===== config.mk =====
export PLATFORM = sky130hd
export DESIGN_NAME = instr_fetch_unit
export DESIGN_NICKNAME = d
export VERILOG_FILES = /design/src/rtl/instr_fetch_unit.sv
export SDC_FILE = /design/constraint.sdc
export NUM_CORES = 1
export LEC_CHECK = 0
export ABC_AREA = 1
export ABC_CLOCK_PERIOD_IN_PS = 2900
export BUFFER_PORTS_ARGS = -buffer_cell sky130_fd_sc_hd__buf_2
export CORE_MARGIN = 1.5
export CORE_UTILIZATION = 53
export CTS_CLUSTER_DIAMETER = 50
export DETAILED_ROUTE_END_ITERATION = 8
export PLACE_DENSITY = 0.79
export SLEW_MARGIN = 20
export SYNTH_ARGS = -nofsm -noshare
export SYNTH_HDL_FRONTEND = slang
export SYNTH_SLANG_ARGS = --single-unit

===== constraint.sdc =====
create_clock -name Clk -period 2.9 [get_ports Clk]
set_input_delay 0.29 -clock Clk [delete_from_list [all_inputs] [get_ports Clk]]
set_output_delay 0.29 -clock Clk [all_outputs]
set_load 0.01 [all_outputs]

===== src/rtl/instr_fetch_unit.sv =====
// instr_fetch_unit
//   Fetch stage between the synchronous instruction memory and the controller.
//   Reads are issued into a small prefetch queue (PC + instruction per entry).
//   The head entry is handed to the controller over a valid/ready handshake.
//   Prefetching stops once the halt word has been fetched.
//
// Ports
//   Clk, Reset          clock, synchronous active-high reset
//   IM_Rd/IM_Addr       memory read strobe and address (data returns next cycle)
//   IM_Data             memory read data
//   IR_Valid/IR_Data/IR_PC/IR_Ready   queue head handshake to the controller
//   Redirect/Redirect_PC              branch/jump target load
//   FetchPC             address of the next read to issue
//   Halted              halt word has been consumed by the controller
module instr_fetch_unit #(
  parameter int unsigned           ADDR_W    = 7,
  parameter int unsigned           DATA_W    = 16,
  parameter int unsigned           DEPTH     = 2,
  parameter logic [DATA_W-1:0]     HALT_WORD = 16'h5000
) (
  input  logic              Clk,
  input  logic              Reset,
  output logic              IM_Rd,
  output logic [ADDR_W-1:0] IM_Addr,
  input  logic [DATA_W-1:0] IM_Data,
  output logic              IR_Valid,
  output logic [DATA_W-1:0] IR_Data,
  output logic [ADDR_W-1:0] IR_PC,
  input  logic              IR_Ready,
  input  logic              Redirect,
  input  logic [ADDR_W-1:0] Redirect_PC,
  output logic [ADDR_W-1:0] FetchPC,
  output logic              Halted
);

  localparam int unsigned PW = (DEPTH > 1) ? $clog2(DEPTH) : 1;
  localparam int unsigned CW = $clog2(DEPTH + 1);

  typedef enum logic [1:0] {FETCH, HALT_SEEN, HALTED} state_t;

  typedef struct packed {
    logic [ADDR_W-1:0] pc;
    logic [DATA_W-1:0] data;
  } entry_t;

  state_t            state, state_nxt;
  entry_t            q [DEPTH];
  logic [PW-1:0]     head, tail;
  logic [CW-1:0]     count;
  logic              inflight;
  logic [ADDR_W-1:0] inflight_pc;
  logic [ADDR_W-1:0] fetch_pc;
  logic              pop, push, halt_push, issue;
  logic [CW:0]       occ;

  function automatic logic [PW-1:0] ptr_inc(input logic [PW-1:0] p);
    return (p == PW'(DEPTH - 1)) ? '0 : p + 1'b1;
  endfunction

  assign IR_Valid  = (count != '0);
  assign pop       = IR_Valid & IR_Ready;
  // A redirect kills the response arriving this cycle.
  assign push      = inflight & ~Redirect;
  assign halt_push = push & (IM_Data == HALT_WORD);

  // Occupancy the queue will reach once the outstanding read lands.
  assign occ   = {1'b0, count} + (CW+1)'(inflight) - (CW+1)'(pop);
  assign issue = (state == FETCH) & ~Redirect & ~Reset & (occ < (CW+1)'(DEPTH));

  assign IM_Rd   = issue;
  assign IM_Addr = fetch_pc;
  assign FetchPC = fetch_pc;
  assign Halted  = (state == HALTED);
  assign IR_Data = IR_Valid ? q[head].data : '0;
  assign IR_PC   = IR_Valid ? q[head].pc   : '0;

  always_comb begin
    state_nxt = state;
    case (state)
      FETCH:     if (halt_push) state_nxt = HALT_SEEN;
      // The halt word is always the last queued entry.
      HALT_SEEN: if (pop && q[head].data == HALT_WORD) state_nxt = HALTED;
      HALTED:    state_nxt = HALTED;
      default:   state_nxt = FETCH;
    endcase
    if (Redirect) state_nxt = FETCH;
  end

  always_ff @(posedge Clk) begin
    if (Reset) begin
      state       <= FETCH;
      head        <= '0;
      tail        <= '0;
      count       <= '0;
      inflight    <= 1'b0;
      inflight_pc <= '0;
      fetch_pc    <= '0;
    end else begin
      state       <= state_nxt;
      // A read issued alongside the arriving halt word is speculative: drop it.
      inflight    <= issue & ~halt_push;
      inflight_pc <= fetch_pc;
      if (issue) fetch_pc <= fetch_pc + 1'b1;
      if (Redirect) begin
        fetch_pc <= Redirect_PC;
        head     <= '0;
        tail     <= '0;
        count    <= '0;
      end else begin
        if (push) tail <= ptr_inc(tail);
        if (pop)  head <= ptr_inc(head);
        count <= count + CW'(push) - CW'(pop);
      end
    end
  end

  // Queue storage needs no reset: the head is masked while the queue is empty.
  always_ff @(posedge Clk) begin
    if (push && !Reset) q[tail] <= '{pc: inflight_pc, data: IM_Data};
  end

  a_no_overflow: assert property (@(posedge Clk) disable iff (Reset)
    count <= CW'(DEPTH));
  a_no_push_full: assert property (@(posedge Clk) disable iff (Reset)
    !(push && !pop && count == CW'(DEPTH)));

endmodule


==> summary.md <==
| Metric | Value |
|---|---|
| Vias | ~2,200 |
| Req. time, crit path | 2610 ps |
| Core area | roughly 5500 um^2 |
| Setup TNS | 0 ps |
| Rows | 27 |
| Layout Area Growth over Synthesis | 18.79% |
| IO Count | 67 |
| CP Class | flip-flop to output port |
| Mapped Cells | 308 |
| Share of cells above drive strength 1 | 25.93% |
| CP Data Arrival Time | between 2000 and 2500 ps |
| # setup viols final | 0 |
| Drt pass-1 iters | 4 |
| Hold EP | q[0][3] |
| Reg2reg path depth | 13 |
| Root Driver | clkbuf_8 |
| Fin util | around 65% |
| Ys flop type | edfxtp_1 |
| Mapped Area | 2983 um^2 |
| Seq/Total Area, Yosys | 61.07% |
| CTS H-tree lvls | 3 |
| Status | completed |
| Kind of end point of the critical path | output port |
| Fill cells | 462 |
| TritonCTS Sinks | between 60 and 70 |
| Routed WL per cell | 12.39 um |
| Post-DP Area | between 3000 and 4000 um^2 |
| Max-cap violations | 0 |
| Antenna cells | 0 |
| Worst IR Drop VDD | around 0.0003 V |
| Die Area | 6087 um^2 |
| Latest clock arrival within the worst-skew pair | 330 ps |
| Final Hold Fails | 0 |
| Vias in the first global route | a little over 2,000 |
| RePlAce Congestion | around 0.84 |
| Number of routed nets with antenna violations | 0 |
| Period utilisation layout | 93.87% |
| Clk slew on worst S/H paths | 70 ps |
| CTS tree | yes |
| Distinct cells, synth | 29 |
| Most common cell after layout, fill and taps aside | nand2_1 |
| Setup WS post-layout | 177.7 ps |
| Mean post-synth cell area | slightly below 10 um^2 |
| Worst slew pin tran | 591.2 ps |
| LEAKAGE | 1.600 nW |
| Tot GR Track Use | 19.09% |
| Largest net degree at the start of global routing | 26 |
| Pwr Density | roughly 560 nW/um^2 |
| Post-detail-place hpwl | 3989 um |
| Setup crit start kind | flip-flop |
| Die Span Y | ~78 um |
| Most frequent cells in the layout | nand2_1 (75), buf_2 (66), edfxtp_1 (46) |
| CTS buffer count | 9 |
| GR Overflow Total | 0 |
| Initial antenna violation count | 0 |
| Worst clock skew | 7.732 ps |
| EDFF count, synth | 46 |
| Slew Viols, Final | 0 |
| Input/output buffers | 66 |
| Synth Register Bits | 68 |
| Drt drc | 0 |
| DR iter-0 viols | between 90 and 100 |
| Crit path time final | roughly 2700 ps |
| Max FO, Critical Path | 8 |
| First-pass GRT wire length | 8818 um |
| Die Wd | 78.02 um |
| Yosys warns | 0 |
| Worst Hold Class | input pin to flip-flop |
| HP Start | IM_Data[3] |
| Crit Reg-Reg Endpoint | FetchPC[2] |
| Post-route cell area | between 3000 and 4000 um^2 |
| Max Fclk | 367.3 MHz |
| Asr flop ratio synth | 0% |
| Reg2reg setup slack | around 380 ps |
| Worst hold path stage count | 1 |
| Drt total wl | 5574 um |
| Critical R2R Launch | count[1] |
| Initial cell density of the core | 54.50% |
| Clock tree buffer depth | 2 |
| Nets@finish | 406 |
| Post-Place Setup Slack | 201.2 ps |
| DR vias/cell | 4.884 |
| Post-Syn Nets | 341 |
| Slew Limit Headroom | 60.37% |
==> metal layers <==
metal / part of all wire [%] / GRT usage [%]
met3: 5.1 / 4.535
met4: 1.6 / 11.43
met1: 42 / 21.54
met5: 0 / 0
met2: 52 / 32.78
==> worst max path at each step <==
stage | from | end | slack [ps] | cells past startpoint
global route | count[1] | IM_Rd | -20 | 9
finish | count[1] | IM_Rd | 180 | 9
floorplan | Redirect | q[0][0] | 360 | 3
CTS | count[1] | IM_Rd | 40 | 9
global placement | count[1] | FetchPC[4] | 420 | 13
detailed placement | count[1] | FetchPC[4] | 200 | 13
==> cell families after synthesis <==
logic type               synth area share, %
XOR/XNOR                               1.175
AO/OA/AOI/OAI                          7.256
flip-flops                             61.07
AND/OR/NAND/NOR                        19.67
adder cells (fa/ha/maj)                2.768
buffers and inverters                  8.053
==> registers in the layout (all words and copies together) (netlist names), named ones only <==
register and flops:
head 1, inflight 1, q 46, FetchPC 7
state 2, inflight_pc 7, count 2, tail 1
==> cell usage after synthesis (4+ instances only) <==
master / n / share of area [%]
inv_1: 31 / 3.9
nand2_1: 75 / 9.4
or2_1: 5 / 1.0
ha_1: 5 / 2.1
dfxtp_1: 22 / 15
o21ai_1: 7 / 1.2
edfxtp_1: 46 / 46
clkbuf_1: 4 / 0.50
nand2_2: 5 / 1.0
a21oi_1: 19 / 3.2
buf_6: 4 / 1.5
nor2_1: 44 / 5.5
nand3_1: 5 / 0.84
o21ai_0: 7 / 1.2
buf_4: 8 / 2.0
==> critical path, stage by stage (launching register included) <==
cell and delay (ps):
dfxtp_2 380, nor2_1 100, nor2_4 150, inv_1 70, nor2_1 200, o21ai_0 160
fa_1 510, nand3_1 120, nor2_4 230, buf_2 170
==> report_power, final <==
| group | internal (mW) | switching, mW | leakage [nW] |
|---|---|---|---|
| Clock | 0.421 | 0.351 | 0.111 |
| Sequential | 1.06 | 0.0160 | 0.599 |
| Combinational | 0.0561 | 0.0890 | 0.890 |
| Total | 1.53 | 0.456 | 1.60 |
==> area by class of cell <==
| cell class | instances | area [um^2] | share of cell area [%] |
|---|---|---|---|
| flip-flops and latches | 68 | 1823 | 51.45 |
| multi-input cells | 192 | 938.4 | 26.48 |
| repair buffers | 70 | 360.3 | 10.17 |
| clock buffers | 11 | 173.9 | 4.908 |
| inverters | 32 | 120.1 | 3.390 |
| well taps | 72 | 90.09 | 2.542 |
| clock inverters | 5 | 37.54 | 1.059 |
==> repair_timing <==
item	in CTS	in global routing
setup buffers	0	0
setup endpoints to repair	1	1
endpoints found under the hold margin	0	0
gates cloned	0	0
hold buffers	0	0
resized for setup	1	2
==> metrics by stage <==
stage / hold WS (ps) / std cells / power (mW)
floorplan: 373.9 / 308 / 1.182
global placement: 404.5 / 434 / 1.234
detailed placement: 418.4 / 434 / 1.238
CTS: 151.3 / 450 / 2.005
global route: 150.0 / 450 / 2.064
finish: 164.9 / 450 / 1.990
Power figures use the tool's default switching activity.
